--- src/rtl/accel_i2c_pkg.sv ---
// Shared types and constants for the accelerometer I2C configuration/polling sequencer.
package accel_i2c_pkg;

  localparam logic [6:0] ACCEL_DEV_ADDR = 7'h53;

  typedef enum logic [3:0] {
    ST_IDLE,
    ST_CFG_ISSUE,
    ST_CFG_WAIT,
    ST_CFG_NEXT,
    ST_RUN,
    ST_POLL_ISSUE,
    ST_POLL_WAIT,
    ST_FAIL,
    ST_CFG_VERIFY,
    ST_CFG_VWAIT
  } seq_state_t;

  typedef struct packed {
    logic [7:0] addr;
    logic [7:0] data;
  } cfg_entry_t;

  // Standby, 16g full-res, 100 Hz, no interrupts, FIFO bypass, X offset, then measure.
  localparam int DEFAULT_CFG_LEN = 8;
  localparam cfg_entry_t DEFAULT_CFG_TABLE [DEFAULT_CFG_LEN] = '{
    '{addr: 8'h2D, data: 8'h00},
    '{addr: 8'h31, data: 8'h0B},
    '{addr: 8'h2C, data: 8'h0A},
    '{addr: 8'h2E, data: 8'h00},
    '{addr: 8'h2F, data: 8'h00},
    '{addr: 8'h38, data: 8'h00},
    '{addr: 8'h1E, data: 8'h05},
    '{addr: 8'h2D, data: 8'h08}
  };

  function automatic logic [7:0] sat_inc8(input logic [7:0] v);
    return (v == 8'hFF) ? v : v + 8'd1;
  endfunction

endpackage

--- src/rtl/accel_cfg_rom.sv ---
// Combinational configuration table lookup; replace this file to change the per-board register set.
module accel_cfg_rom
  import accel_i2c_pkg::*;
(
  input  logic [3:0] idx,
  output cfg_entry_t entry
);

  always_comb begin
    entry = '0;
    if (int'(idx) < DEFAULT_CFG_LEN) entry = DEFAULT_CFG_TABLE[idx[2:0]];
  end

endmodule

--- src/rtl/accel_cfg_seq.sv ---
// Accelerometer configuration and polling sequencer in front of the I2C master.
// Optional build macro ACCEL_CFG_READBACK_EN: read back and verify every configuration write.
module accel_cfg_seq
  import accel_i2c_pkg::*;
#(
  parameter int         NUM_REGS  = 8,
  parameter int         MAX_RETRY = 3,
  parameter int         POLL_DIV  = 25000,
  parameter logic [7:0] POLL_BASE = 8'h32,
  parameter int         POLL_LEN  = 6
) (
  input  logic       clk_in,
  input  logic       reset_n,
  input  logic       configure_en,
  output logic       i2c_req,
  output logic       i2c_rw,
  output logic [6:0] i2c_dev_addr,
  output logic [7:0] i2c_reg_addr,
  output logic [7:0] i2c_wdata,
  input  logic       i2c_done,
  input  logic       i2c_nack,
  input  logic [7:0] i2c_rdata,
  output logic       cfg_done,
  output logic       cfg_fail,
  output logic [7:0] error_cnt,
  output logic       sample_valid,
  output logic [2:0] sample_idx,
  output logic [7:0] sample_data
);

  localparam int RW = $clog2(MAX_RETRY + 2);
  localparam int TW = $clog2(POLL_DIV + 1);
  localparam logic [3:0]    LAST_ENTRY  = 4'(NUM_REGS - 1);
  localparam logic [2:0]    LAST_BYTE   = 3'(POLL_LEN - 1);
  localparam logic [RW-1:0] RETRY_LIMIT = RW'(MAX_RETRY);
  localparam logic [TW-1:0] TIMER_LAST  = TW'(POLL_DIV - 1);

  seq_state_t    state, state_d;
  logic [3:0]    entry_idx, entry_d;
  logic [RW-1:0] retry_cnt, retry_d;
  logic [2:0]    poll_idx, poll_idx_d;
  logic [TW-1:0] timer, timer_d;
  logic          pend, pend_d;
  logic          cfg_done_d, cfg_fail_d;
  logic [7:0]    err_d;
  logic          rw_d;
  logic [7:0]    addr_d, wdata_d;
  logic          sv_d;
  logic [2:0]    sidx_d;
  logic [7:0]    sdata_d;
  logic          cfg_en_q, cfg_en_prev;
  logic          cfg_rise, tick, restart, attempt_fail;
  cfg_entry_t    entry;

  accel_cfg_rom u_rom (
    .idx   (entry_idx),
    .entry (entry)
  );

  assign cfg_rise     = cfg_en_q & ~cfg_en_prev;
  assign tick         = cfg_done && (timer == TIMER_LAST);
  assign i2c_req      = (state == ST_CFG_WAIT) || (state == ST_POLL_WAIT) || (state == ST_CFG_VWAIT);
  assign i2c_dev_addr = ACCEL_DEV_ADDR;

  always_ff @(posedge clk_in or negedge reset_n) begin
    if (!reset_n) state <= ST_IDLE;
    else          state <= state_d;
  end

  always_comb begin
    state_d      = state;
    entry_d      = entry_idx;
    retry_d      = retry_cnt;
    poll_idx_d   = poll_idx;
    pend_d       = pend;
    cfg_done_d   = cfg_done;
    cfg_fail_d   = cfg_fail;
    err_d        = error_cnt;
    rw_d         = i2c_rw;
    addr_d       = i2c_reg_addr;
    wdata_d      = i2c_wdata;
    sv_d         = 1'b0;
    sidx_d       = sample_idx;
    sdata_d      = sample_data;
    restart      = 1'b0;
    attempt_fail = 1'b0;

    unique case (state)
      ST_IDLE: if (cfg_rise) restart = 1'b1;
      ST_CFG_ISSUE: begin
        rw_d    = 1'b0;
        addr_d  = entry.addr;
        wdata_d = entry.data;
        state_d = ST_CFG_WAIT;
      end
      ST_CFG_WAIT: begin
        if (i2c_done && i2c_nack) attempt_fail = 1'b1;
`ifdef ACCEL_CFG_READBACK_EN
        else if (i2c_done) state_d = ST_CFG_VERIFY;
`else
        else if (i2c_done) state_d = ST_CFG_NEXT;
`endif
      end
`ifdef ACCEL_CFG_READBACK_EN
      ST_CFG_VERIFY: begin
        rw_d    = 1'b1;
        state_d = ST_CFG_VWAIT;
      end
      ST_CFG_VWAIT: begin
        if (i2c_done && (i2c_nack || (i2c_rdata != entry.data))) attempt_fail = 1'b1;
        else if (i2c_done) state_d = ST_CFG_NEXT;
      end
`endif
      ST_CFG_NEXT: begin
        if (entry_idx == LAST_ENTRY) begin
          cfg_done_d = 1'b1;
          state_d    = ST_RUN;
        end else begin
          entry_d = entry_idx + 4'd1;
          retry_d = '0;
          state_d = ST_CFG_ISSUE;
        end
      end
      ST_RUN: begin
        if (cfg_rise || pend) restart = 1'b1;
        else if (tick) begin
          poll_idx_d = '0;
          state_d    = ST_POLL_ISSUE;
        end
      end
      ST_POLL_ISSUE: begin
        rw_d    = 1'b1;
        addr_d  = POLL_BASE + {5'd0, poll_idx};
        wdata_d = '0;
        state_d = ST_POLL_WAIT;
      end
      ST_POLL_WAIT: begin
        if (i2c_done && i2c_nack) begin
          err_d   = sat_inc8(error_cnt);
          state_d = ST_RUN;
        end else if (i2c_done) begin
          sv_d    = 1'b1;
          sidx_d  = poll_idx;
          sdata_d = i2c_rdata;
          if (poll_idx == LAST_BYTE) state_d = ST_RUN;
          else begin
            poll_idx_d = poll_idx + 3'd1;
            state_d    = ST_POLL_ISSUE;
          end
        end
      end
      ST_FAIL: if (cfg_rise || pend) restart = 1'b1;
      default: state_d = ST_IDLE;
    endcase

    // A failed attempt (NACK, or bad readback) reissues the same write until retries run out.
    if (attempt_fail) begin
      err_d = sat_inc8(error_cnt);
      if (retry_cnt < RETRY_LIMIT) begin
        retry_d = retry_cnt + RW'(1);
        state_d = ST_CFG_ISSUE;
      end else begin
        cfg_fail_d = 1'b1;
        state_d    = ST_FAIL;
      end
    end

    if (restart) begin
      state_d    = ST_CFG_ISSUE;
      entry_d    = '0;
      retry_d    = '0;
      cfg_done_d = 1'b0;
      cfg_fail_d = 1'b0;
      pend_d     = 1'b0;
    end else if (cfg_rise && !(state inside {ST_IDLE, ST_RUN, ST_FAIL})) begin
      pend_d = 1'b1;
    end

    timer_d = '0;
    if (cfg_done) timer_d = tick ? '0 : timer + TW'(1);
  end

  always_ff @(posedge clk_in or negedge reset_n) begin
    if (!reset_n) begin
      entry_idx    <= '0;
      retry_cnt    <= '0;
      poll_idx     <= '0;
      timer        <= '0;
      pend         <= 1'b0;
      cfg_done     <= 1'b0;
      cfg_fail     <= 1'b0;
      error_cnt    <= '0;
      i2c_rw       <= 1'b0;
      i2c_reg_addr <= '0;
      i2c_wdata    <= '0;
      sample_valid <= 1'b0;
      sample_idx   <= '0;
      sample_data  <= '0;
      cfg_en_q     <= 1'b0;
      cfg_en_prev  <= 1'b0;
    end else begin
      entry_idx    <= entry_d;
      retry_cnt    <= retry_d;
      poll_idx     <= poll_idx_d;
      timer        <= timer_d;
      pend         <= pend_d;
      cfg_done     <= cfg_done_d;
      cfg_fail     <= cfg_fail_d;
      error_cnt    <= err_d;
      i2c_rw       <= rw_d;
      i2c_reg_addr <= addr_d;
      i2c_wdata    <= wdata_d;
      sample_valid <= sv_d;
      sample_idx   <= sidx_d;
      sample_data  <= sdata_d;
      cfg_en_q     <= configure_en;
      cfg_en_prev  <= cfg_en_q;
    end
  end

endmodule

--- config.mk ---
export PLATFORM = sky130hd
export DESIGN_NAME = accel_cfg_seq
export DESIGN_NICKNAME = d
export VERILOG_FILES = /design/src/rtl/accel_i2c_pkg.sv /design/src/rtl/accel_cfg_rom.sv /design/src/rtl/accel_cfg_seq.sv
export SDC_FILE = /design/constraint.sdc
export NUM_CORES = 1
export LEC_CHECK = 0
export CAP_MARGIN = 25
export CORE_MARGIN = 2
export CORE_UTILIZATION = 51
export DETAILED_ROUTE_END_ITERATION = 6
export PLACE_DENSITY = 0.78
export REMOVE_ABC_BUFFERS = 1
export SETUP_SLACK_MARGIN = 0.15
export SLEW_MARGIN = 15
export SYNTH_ARGS = -nofsm -noshare
export SYNTH_HDL_FRONTEND = slang
export SYNTH_SLANG_ARGS = --single-unit
--- constraint.sdc ---
create_clock -name clk_in -period 1.8 [get_ports clk_in]
set_input_delay 0.27 -clock clk_in [delete_from_list [all_inputs] [get_ports clk_in]]
set_output_delay 0.27 -clock clk_in [all_outputs]
set_load 0.01 [all_outputs]
==> flow_summary.yaml <==
run_status:
  status: "completed"
worst_setup_path:
  crit_buf_inv: 1
  slowest_stage: "clkdlybuf4s50_1"
  criticalPathCategory: "flip-flop to output pin"
  r2r_slack_ns: 0.23
  crit_chain: "clkdlybuf4s50_1"
  crit_family: "buffers and inverters"
  cp_data_arrival_time_ns: 1.33
  cp_max_fo: 5
  cp_data_required_time_ns: 1.53
  cp-end-kind: "output pin"
  slowest_delay_ns: 0.57
  cp-start-kind: "flip-flop"
power:
  power_density_mw_per_mm2: 1270
  sw_frac_of_total_pct: 33.7
  ir_drop_uv: 741
  internal_power_w: 0.00357
  p_seq_share_pct: 38.7
  p_clk_share_pct: 20.3
  leakagePower_nw: 1.82
  pwr-share-comb_pct: 40.9
  p_sw_w: 0.00182
layout:
  final_common_cell: "dfrtp_1"
  layout_common_cells: "59 x dfrtp_1, 44 x clkdlybuf4s50_1, 32 x nor2_1"
  fin_nets: 416
  diodes: 0
  syn2layout_area_growth_pct: 25.0
  drive_gt1_share_pct: 15.9
  multi_input_area_sq_mm: 0.00166
  regArea_sq_mm: 0.00161
  fillerInstances: 505
die:
  rows: 29
  die_area_sq_mm: 0.00730
  start_util_pct: 53.0
  core_area_sq_mm: 0.00639
  die_x_um: 85.4
  ios: 60
  die_height_um: 85.4
timing:
  min_period_ns: 1.60
  hold_viol: 0
  rsz0062_at_grt: "no"
  setup_violations: 0
  fmax_mhz: 626
  whs_ns: 0.415
  slew_viol_final: 0
  worstMarginPinSlew_ns: 0.525
  finClkSkew_ns: 0.00637
  setup_tns_ns: 0
  slew_headroom_pct: 65.0
  min_period_over_period_pct: 88.7
grt:
  gr-total-overflow: 0
  grt_pass1_wl_um: 11100
  grt_busiest_layer: "met2"
  grtUsageMet2_pct: 29.1
  grt.met1_usage_pct: 26.7
  grt_max_degree: 65
  grt_use_met3_pct: 3.31
  grt_use_total_pct: 19.0
  grt_antenna_before_repair: 0
  grt_pass1_vias: 2434
clock_network:
  cts_buffer_depth: 2
  cts-root-buf: "clkbuf_8"
  insertion_delay_ns: 0.33
  cts_tree: "built"
  cts_buffers: 9
  clkTransAtPathRegs_ns: 0.06
  htree_levels: 3
  cts.sinks: 64
synthesis:
  seq_area_frac_synth_pct: 47.4
  syn_area_sq_mm: 0.00338
  synth_cell_type_count: 65
  async_flop_share_pct: 100
  synth_edf_count: 0
  yosys_warnings: 0
  synth_cells: 329
  ys_ff_latch: 64
  synth.avg_cell_area_sq_um: 10.3
  synth_top_flop_cell: "dfrtp_1"
job:
  max-cap-violations: 0
route:
  routed_wl_um: 6500
  route.detailed.drc: 0
  wl_per_cell_um: 13.8
  ant_nets: 0
  dr.pass1.iters: 4
  avgViaCountPerCell: 5.47
  drt-initial-drc-count: 185
  dr_total_vias: 2588
placed_design:
  gp_congestion: 0.833
  hpwlAfterDp_um: 4450
  io_buffers: 46
min_path:
  hp-class: "primary input to flip-flop"
==> cell families (layout without fill, tap and decap cells) <==
family,after synthesis,after routing,synth area share [%]
buffers and inverters,37,93,6.29
multiplexers,15,15,5.03
AO/OA/AOI/OAI,49,49,11.2
other,2,13,0.222
adder cells (fa/ha/maj),10,10,3.70
XOR/XNOR,21,21,5.44
AND/OR/NAND/NOR,131,131,20.7
flip-flops,64,64,47.4
==> worst register-to-register path, delay by kind of cell (launching register included) <==
kind	cells	cell delay (ns)
AND/OR/NAND/NOR	2	0.47
flip-flops	1	0.46
multiplexers	1	0.34
buffers and inverters	1	0.19
==> final timing paths <==
check                                  to  cells after the start          from
hold / removal                   cfg_en_q                      1  configure_en
max in group asynchronous        cfg_done                      3       reset_n
min in group asynchronous        timer[3]                      3       reset_n
setup / recovery             error_cnt[4]                      1  error_cnt[4]
setup reg to reg           sample_data[1]                      4      state[0]
hold reg to reg                  timer[0]                      1      timer[0]
==> repair_timing <==
action	CTS	global route
pin swaps	0	5
hold endpoints to repair	64	0
endpoints found under the setup margin	2	22
resized for setup	5	10
hold buffers	1	0
buffers inserted	0	4
==> area by class of cell <==
type,count,share of cell area [%]
Sequential cell,64,38.0
Inverter,10,0.888
Clock buffer,14,4.08
Timing Repair Buffer,69,15.5
Multi-Input combinational cell,239,39.2
Tap cell,77,2.28
==> metal layers <==
metal | vias up | part of all wire (%)
met5 | - | 0
met4 | 0 | 1.8
met3 | 11 | 4.5
met2 | 74 | 46
met1 | 1246 | 47
li1 | 1257 | -
==> cell usage after synthesis (3+ instances only) <==
master	instances	area [sq um]
or3_1	3	18.8
clkbuf_1	3	11.3
nand4_1	4	25.0
mux2_1	9	101
nor3_2	3	30.0
dfrtp_1	64	1600
o41ai_1	3	26.3
nor3_1	7	35.0
mux2_2	3	33.8
and2_1	3	18.8
xor2_1	9	78.8
a21oi_1	10	50.1
nand2b_1	5	31.3
xnor2_1	12	105
o311ai_1	3	26.3
nand3_1	19	95.1
o21ai_0	11	55.1
ha_1	10	125
buf_4	15	113
and3_1	3	18.8
buf_2	7	35.0
nor2_1	32	120
inv_1	10	37.5
nand2_1	29	109
nor4_1	4	25.0
==> state kept, by name, summed over array words and instances, names as in the netlist, 3 cells and up <==
register / cells
timer: 15
error_cnt: 8
sample_data: 8
i2c_reg_addr: 6
entry_idx: 4
i2c_wdata: 4
poll_idx: 3
retry_cnt: 3
sample_idx: 3
state: 3
==> metrics by stage <==
step | util, % | cells | instance area [sq um] | worst slack, ns | power (W)
floorplan | - | 313 | 3250 | -0.160 | 0.00322
global placement | 61.8 | 454 | 3950 | 0.0150 | 0.00417
detailed placement | 61.8 | 454 | 3950 | -0.0379 | 0.00423
CTS | 64.9 | 469 | 4150 | 0.149 | 0.00536
global route | 66.2 | 473 | 4230 | 0.153 | 0.00576
finish | 66.2 | 473 | 4230 | 0.204 | 0.00539
==> power groups by stage <==
stage / clock network (W) / logic (W) / registers (W)
after floorplan: 0 / 0.000969 / 0.00225
final: 0.00110 / 0.00220 / 0.00209
after CTS: 0.00113 / 0.00215 / 0.00208
after detailed placement: 0 / 0.00213 / 0.00210
after global placement: 0 / 0.00210 / 0.00208
after global routing: 0.00120 / 0.00242 / 0.00215
No activity file was read; power rests on OpenSTA's default activity.
